File: src/rtl/multicycle_control_unit.sv
// multicycle_control_unit: FETCH/DECODE/EXEC/MEM/WB controller with memory wait timeout and sticky error flags
module multicycle_control_unit #(
    parameter int OPCODE_W = 4,
    parameter int TIMEOUT  = 15
) (
    input  logic                clock,
    input  logic                reset,
    input  logic [OPCODE_W-1:0] opcode,
    input  logic                equal,
    input  logic                less,
    input  logic                greater,
    input  logic                mem_ready,
    output logic                mem_req,
    output logic                mem_we,
    output logic                ir_we,
    output logic                pc_we,
    output logic                reg_write,
    output logic                imm_sel,
    output logic [1:0]          alu_op,
    output logic                mem_to_reg,
    output logic                jump,
    output logic                branch_taken,
    output logic                illegal_op,
    output logic                timeout_err,
    output logic [2:0]          state
);
    typedef enum logic [2:0] {
        FETCH  = 3'd0,
        DECODE = 3'd1,
        EXEC   = 3'd2,
        MEM    = 3'd3,
        WB     = 3'd4,
        ERROR  = 3'd7
    } state_t;

    state_t              cur, nxt;
    logic [OPCODE_W-1:0] op_q;
    logic [7:0]          wait_cnt;
    logic [3:0]          op;
    logic                is_alu, is_ld, is_st, bad_op, waiting, expired;

    assign op      = op_q[3:0];
    assign is_alu  = ~op[3];
    assign is_ld   = op == 4'h9;
    assign is_st   = op == 4'hA;
    assign bad_op  = 32'(opcode) > 32'd15;
    assign waiting = cur == FETCH || cur == MEM;
    assign expired = ~mem_ready && wait_cnt == 8'(TIMEOUT - 1);
    assign state   = cur;

    // state register, opcode latch, wait counter and sticky error flags
    always_ff @(posedge clock) begin
        if (reset) begin
            cur         <= FETCH;
            op_q        <= '0;
            wait_cnt    <= '0;
            illegal_op  <= 1'b0;
            timeout_err <= 1'b0;
        end else begin
            cur      <= nxt;
            op_q     <= (cur == DECODE) ? opcode : op_q;
            wait_cnt <= (nxt != cur) ? 8'd0 : (waiting && !mem_ready) ? wait_cnt + 8'd1 : wait_cnt;
            if (cur == DECODE && bad_op)
                illegal_op <= 1'b1;
            if (waiting && expired)
                timeout_err <= 1'b1;
        end
    end

    // next-state and strobe decode from the current state and latched opcode
    always_comb begin
        nxt          = cur;
        mem_req      = 1'b0;
        mem_we       = 1'b0;
        ir_we        = 1'b0;
        pc_we        = 1'b0;
        reg_write    = 1'b0;
        imm_sel      = 1'b0;
        alu_op       = 2'b00;
        mem_to_reg   = 1'b0;
        jump         = 1'b0;
        branch_taken = 1'b0;
        case (cur)
            FETCH: begin
                mem_req = 1'b1;
                ir_we   = mem_ready;
                nxt     = mem_ready ? DECODE : expired ? ERROR : FETCH;
            end
            DECODE: nxt = bad_op ? ERROR : EXEC;
            EXEC: begin
                if (is_alu) begin
                    alu_op  = op[2:1];
                    imm_sel = op[0];
                    nxt     = WB;
                end else if (is_ld || is_st) begin
                    imm_sel = 1'b1;
                    nxt     = MEM;
                end else if (op == 4'h8) begin
                    jump  = 1'b1;
                    pc_we = 1'b1;
                    nxt   = FETCH;
                end else begin
                    branch_taken = (op == 4'hB) ? equal :
                                   (op == 4'hC) ? less :
                                   (op == 4'hD) ? greater :
                                   (op == 4'hE) ? (equal | less) : (equal | greater);
                    pc_we = 1'b1;
                    nxt   = FETCH;
                end
            end
            MEM: begin
                mem_req = 1'b1;
                mem_we  = is_st;
                pc_we   = mem_ready && is_st;
                nxt     = mem_ready ? (is_st ? FETCH : WB) : expired ? ERROR : MEM;
            end
            WB: begin
                pc_we      = 1'b1;
                reg_write  = is_alu | is_ld;
                mem_to_reg = is_ld;
                alu_op     = is_alu ? op[2:1] : 2'b00;
                imm_sel    = is_alu & op[0];
                nxt        = FETCH;
            end
            default: nxt = ERROR;
        endcase
        if (reset)
            {mem_req, mem_we, ir_we, pc_we, reg_write, imm_sel, alu_op, mem_to_reg, jump, branch_taken} = '0;
    end
endmodule

File: config.mk
export PLATFORM = sky130hd
export DESIGN_NAME = multicycle_control_unit
export DESIGN_NICKNAME = d
export VERILOG_FILES = /design/src/rtl/multicycle_control_unit.sv
export SDC_FILE = /design/constraint.sdc
export NUM_CORES = 1
export LEC_CHECK = 0
export ABC_AREA = 1
export CELL_PAD_IN_SITES_DETAIL_PLACEMENT = 1
export CELL_PAD_IN_SITES_GLOBAL_PLACEMENT = 1
export CORE_MARGIN = 3
export CORE_UTILIZATION = 36
export CTS_CLUSTER_SIZE = 28
export DETAILED_ROUTE_END_ITERATION = 12
export PLACE_DENSITY_LB_ADDON = 0.15
export SETUP_SLACK_MARGIN = 0.2
export SLEW_MARGIN = 20
export SYNTH_ARGS = -nofsm -noshare
export SYNTH_HDL_FRONTEND = slang
export SYNTH_SLANG_ARGS = --single-unit
File: constraint.sdc
create_clock -name clock -period 2.6 [get_ports clock]
set_input_delay 0.52 -clock clock [delete_from_list [all_inputs] [get_ports clock]]
set_output_delay 0.52 -clock clock [all_outputs]
set_load 0.05 [all_outputs]
==> results.md <==
* Antenna violations before repair at 0
* Critical path class: input port to output pin
* Layout Cells excl Fill at 210
* Total CTS buffers at 3
* Peak VDD IR at 0.000419 V
* Post-CTS sizing at 0
* Width of the die at 60.0 microns
* Fin crit period at 2290 ps
* Max Cap Violations at 0
* Largest net degree at the start of global routing at 10
* DRC viols at 0
* Routed vias at 1114
* # diodes at 0
* Postcts setup bufs at 0
* Clock sink count at 16
* Pre-antenna DRT Iters at 4
* Number of library cell types mapped by synthesis at 29
* TritonCTS clock tree: built
* Crit end category: output pin
* Synth Register Bits at 16
* M3 GR Usage at 0.0194
* DP Area at 1480 sq um
* Top cells by area, synth: dfxtp_1 30%, nor2_1 9.3%, nand2_1 7.9%
* RR Startpoint: wait_cnt[0]
* Max FO, Critical Path at 1
* P_leak at 0.633 nW
* Max clock buf depth at 2
* Post-synth net total at 164
* WP buf/inv at 2
* Placed insts at 206
* Setup slack on the worst flop-to-flop path at 820 ps
* Final setup TNS at 0 ps
* Share of the synthesized area in the top cell type at 0.305
* Worst R2R Path Depth at 10
* Dpl hpwl at 2410 microns
* Initial DRC count at 24
* Post-synthesis cell area at 1050 sq um
* Total GRT Usage at 0.196
* RSZ-0062 raised after global routing: false
* H-tree level count at 1
* Arrival @ worst endpoint at 1770 ps
* Worst EP required at 2080 ps
* Setup violations, final at 0
* Core Rows at 18
* Routability cong. at 0.802
* Final Hold Fails at 0
* Final period util at 0.880
* RR Endpoint: wait_cnt[2]
* Top Usage Layer GRT: met2
* Post-CTS Hold Buffers at 0
* M1 GR Usage at 0.260
* Worst setup path end: branch_taken
* IO Port Bufs at 24
* Top Ports at 26
* Placeable core area at 2610 sq um
* DR WL/cell at 15.1 microns
* Share of cells above drive strength 1 at 0.306
* Fin nets at 193
* Mean post-synth cell area at 6.91 sq um
* Fmax at 437 MHz
* Design Area, Final at 1550 sq um
* Die height at 60.0 microns
* Yosys warns at 0
* CP Cell Sequence: clkdlybuf4s50_1, nor3_1, a31oi_1, o21ai_0, a211oi_4, buf_12
* Met2 usage at 0.307
* Root buf cell: clkbuf_4
* Hold crit path type: register to register
* Die ar. at 3600 sq um
* Mapped Cells at 152
* Vias in the first global route at 1128
* Final Skew at 5.50 ps
* Clock transition at path regs at 110 ps
* Slew Viols, Final at 0
* First-pass GRT wire length at 5260 microns
* Yosys top cell by area: dfxtp_1
* Worst slew margin at 0.667
* Outcome: finished, final reports clean
* Pwr Density at 497 nW/um^2
* Worst-margin pin slew at 498 ps
* CP peak stage delay at 460 ps
* Crit. path cell count at 6
* GRT overflow at 0
* Clock latency on the worst-skew pair at 310 ps
* Crit path max-delay family: buffers and inverters
* Vias per inst at 5.30
* Area Growth Syn to Fin at 47.1%
* Startpoint types: input port
* Routed Antenna Nets at 0
* CP Launch Point: less
* Initial Util at 0.402
* Slowest library cell on the worst path: clkdlybuf4s50_1
* Routed WL at 3170 microns
* Register area share after synthesis at 0.305
[cells in the mapped netlist]
cell	count
xnor2_1	2
nand2_1	22
a41oi_1	1
mux2i_1	1
o21ai_0	10
ha_1	2
inv_2	5
a32o_1	1
nand2_4	1
nor3_1	6
nor2_2	6
nor2_1	26
nand3_2	3
nand2_2	6
nor3_4	2
conb_1	1
nor4_1	1
xor2_1	5
o32ai_1	1
dfxtp_1	16
a21oi_1	7
nor2_4	1
nand3_1	8
a31oi_1	1
a21oi_2	1
buf_4	1
clkbuf_1	1
a211oi_1	1
inv_1	13
[metal layers]
| metal | share of wire | up-vias |
|---|---|---|
| met4 | 0.023 | 0 |
| met1 | 0.47 | 535 |
| met5 | 0 | - |
| li1 | - | 548 |
| met3 | 0.044 | 7 |
| met2 | 0.47 | 24 |
[worst min-delay path by stage]
stage	cells after the start	slack, ps	from	end
floorplan	2	480	op[3]	op[3]
global placement	1	470	timeout_err	timeout_err
detailed placement	1	480	timeout_err	timeout_err
CTS	1	510	timeout_err	timeout_err
global route	1	540	timeout_err	timeout_err
finish	1	500	timeout_err	timeout_err
[state kept, by name, indices dropped and copies added, names as in the netlist]
name and flops:
wait_cnt 8, op 4, state 3, timeout_err 1
[layout by cell type, fill, tap and decap left out]
| cell | instances |
|---|---|
| nor2_1 | 24 |
| nand2_1 | 22 |
| dfxtp_1 | 14 |
| inv_1 | 13 |
| clkdlybuf4s50_1 | 13 |
| buf_12 | 11 |
| o21ai_0 | 10 |
| nor2_2 | 7 |
| nand3_1 | 7 |
| a21oi_1 | 6 |
| nand2_2 | 6 |
| inv_2 | 5 |
| xor2_1 | 5 |
| nor3_2 | 4 |
| nand3_2 | 4 |
| clkbuf_4 | 3 |
| nor2_4 | 2 |
| nor3_1 | 2 |
| a21oi_2 | 2 |
| nor3_4 | 2 |
| xnor2_1 | 2 |
| ha_1 | 2 |
| buf_4 | 2 |
| dfxtp_2 | 2 |
| a31oi_1 | 1 |
| a211oi_4 | 1 |
| nor4_2 | 1 |
| o32ai_2 | 1 |
| nand2_4 | 1 |
| a32o_1 | 1 |
| a41oi_1 | 1 |
| mux2i_1 | 1 |
| conb_1 | 1 |
| clkbuf_8 | 1 |
[through the flow]
stage / total power, mW / setup slack (ps) / hold slack [ps] / util
6_report: 0.769 / 311 / 499 / 0.592
5_1_grt: 0.812 / 235 / 535 / 0.592
4_1_cts: 0.764 / 216 / 508 / 0.581
3_5_place_dp: 0.584 / 305 / 482 / 0.568
3_3_place_gp: 0.574 / 351 / 473 / 0.568
2_1_floorplan: 0.483 / -168 / 480 / -
[logic make-up (layout without fill, tap and decap cells)]
group,Yosys count,count (layout),synth area share
XOR/XNOR,7,7,0.0583
other,1,1,0.00357
AND/OR/NAND/NOR,82,82,0.396
adder cells (fa/ha/maj),2,2,0.0238
flip-flops,16,16,0.305
multiplexers,1,1,0.00952
buffers and inverters,20,48,0.0750
AO/OA/AOI/OAI,23,23,0.129
[where the power goes]
group | total, mW | switching [mW] | internal [mW]
Sequential | 0.286 | 0.0229 | 0.263
Clock | 0.179 | 0.0937 | 0.0856
Combinational | 0.304 | 0.202 | 0.102
[final cells by class]
class                   instances  area, sq um
clock buffers                   4         36.3
fillers                       337         1070
inverters                      18         67.6
multi-input cells             116          717
flip-flops and latches         16          323
well taps                      30         37.5
repair buffers                 26          365
(Power assumes the default switching activity.)
==> patch (same flow settings) <==
The parameter `OPCODE_W` goes from 4 to 5.
--- a/src/rtl/multicycle_control_unit.sv
+++ b/src/rtl/multicycle_control_unit.sv
@@ -1,5 +1,5 @@
 // multicycle_control_unit: FETCH/DECODE/EXEC/MEM/WB controller with memory wait timeout and sticky error flags
 module multicycle_control_unit #(
-    parameter int OPCODE_W = 4,
+    parameter int OPCODE_W = 5,
     parameter int TIMEOUT  = 15
 ) (
Interface: changed (resized opcode); port bits go from 26 to 27. No check against the original RTL was run, so the function may have changed too.
==> patch against the original RTL <==
  * Wire length rose by 3.6%
  * Sequential cell count rose by 1
  * Setup slack better by 0.014 ns
  * Design area down 1.5%
  * Worst hold slack worse by 0.027 ns
  * Synthesized area increased by 4.3%
Power is not compared: it rests on default switching activity, and its combinational part moved more than twofold at a synthesized area within 25%.
==> patch: results <==
metrics = {
    "placed_design": {
        "dp.final_hpwl_um": 2710,
        "io_buffers": 26,
        "placedCellCount": 220,
        "dp_worst_setup_slack_ns": 0.327,
        "placed_cell_area_sq_um": 1490,
        "place.gp.congestion": 0.876,
    },
    "logic_synthesis": {
        "syn_nets": 175,
        "syn_avg_cell_area_sq_um": 6.77,
        "yosysSeqAreaShare_pct": 31.1,
        "yosys_warnings": 0,
        "synth_area_leaders": "dfxtp_1 (31%), nand2_1 (8.9%), inv_1 (8.6%)",
        "async_flop_share_pct": 0,
        "synth_commonest_cells": "nand2_1 (26), inv_1 (25), nor2_1 (21)",
    },
    "grt": {
        "grt_pass1_wl_um": 5640,
        "grt_pass1_vias": 1285,
        "grt_start_max_net_pins": 11,
        "grt_use_total_pct": 19.9,
    },
    "clock_network": {
        "root_buffer": "clkbuf_4",
        "numCtsBuffers": 3,
    },
    "layout": {
        "fillers": 362,
        "nets": 207,
        "drive_gt1_share_pct": 22.3,
    },
    "worst_setup_path": {
        "critical_path.startpoint": "reset",
        "cp_max_fo": 7,
    },
    "routing": {
        "viasPerCell": 5.34,
        "wl_per_cell_um": 14.7,
        "wl_um": 3280,
        "drt_iter0_markers": 14,
    },
    "timing": {
        "worst_pin_slew_ns": 0.502,
        "finClkSkew_ns": 0.00186,
    },
    "pwr": {
        "vdd_ir_drop_max_mv": 0.425,
    },
    "hold_path": {
        "holdCritStartpoint": "illegal_op$_SDFFE_PP0P_",
    },
    "outcome": {
        "status": "finished, final reports clean",
    },
}
## patch: timing repair
action,in CTS,in global routing
buffers inserted,0,0
endpoints found under the setup margin,0,7
endpoints found under the hold margin,0,0
gates resized for setup,0,4
## patch: path summary, 6_finish.rpt
| kind | to | slack, ns | depth (start not counted) |
|---|---|---|---|
| max | reg_write | 0.32 | 6 |
| max reg2reg | wait_cnt[5]$_SDFFE_PP0P_ | 0.91 | 10 |
| min reg2reg | illegal_op$_SDFFE_PP0P_ | 0.47 | 2 |
| min | illegal_op$_SDFFE_PP0P_ | 0.47 | 2 |
## patch: metal layers
| metal | vias up | track usage (%) | routed length (um) |
|---|---|---|---|
| li1 | 595 | - | - |
| met1 | 571 | 22.7 | 1410 |
| met2 | 24 | 37.5 | 1700 |
| met3 | 6 | 3.98 | 129 |
| met4 | 0 | 4.64 | 41 |
| met5 | - | 0 | 0 |
## patch: critical path, stage by stage
cell and delay (ns):
clkdlybuf4s50_1 0.49, clkinv_1 0.19, buf_4 0.21, nand2_1 0.10
nor2_1 0.06, buf_4 0.19
## patch: power groups by stage
stage / Sequential, mW / Combinational (mW) / Clock, mW
after floorplan: 0.406 / 0.400 / 0
after global placement: 0.352 / 0.649 / 0
after detailed placement: 0.355 / 0.666 / 0
after CTS: 0.349 / 0.670 / 0.156
after global routing: 0.364 / 0.739 / 0.170
final: 0.354 / 0.674 / 0.149
## patch: logic make-up after synthesis
logic type	after synthesis	synth area share, %
and+or+nand+nor	80	36.3
buffers and inverters	30	10.4
AOI/OAI and AO/OA	27	15.2
DFF	17	31.1
xor gates and xnor gates	6	4.79
adders and majority gates	2	2.28
## patch: layout make-up
class	instances	area, sq um	share of cell area [%]
Tap cell	31	38.8	2.55
Clock inverter	1	5.00	0.328
Clock buffer	3	22.5	1.48
Multi-Input combinational cell	115	683	44.8
Timing Repair Buffer	28	323	21.2
Inverter	29	110	7.22
Sequential cell	17	342	22.4
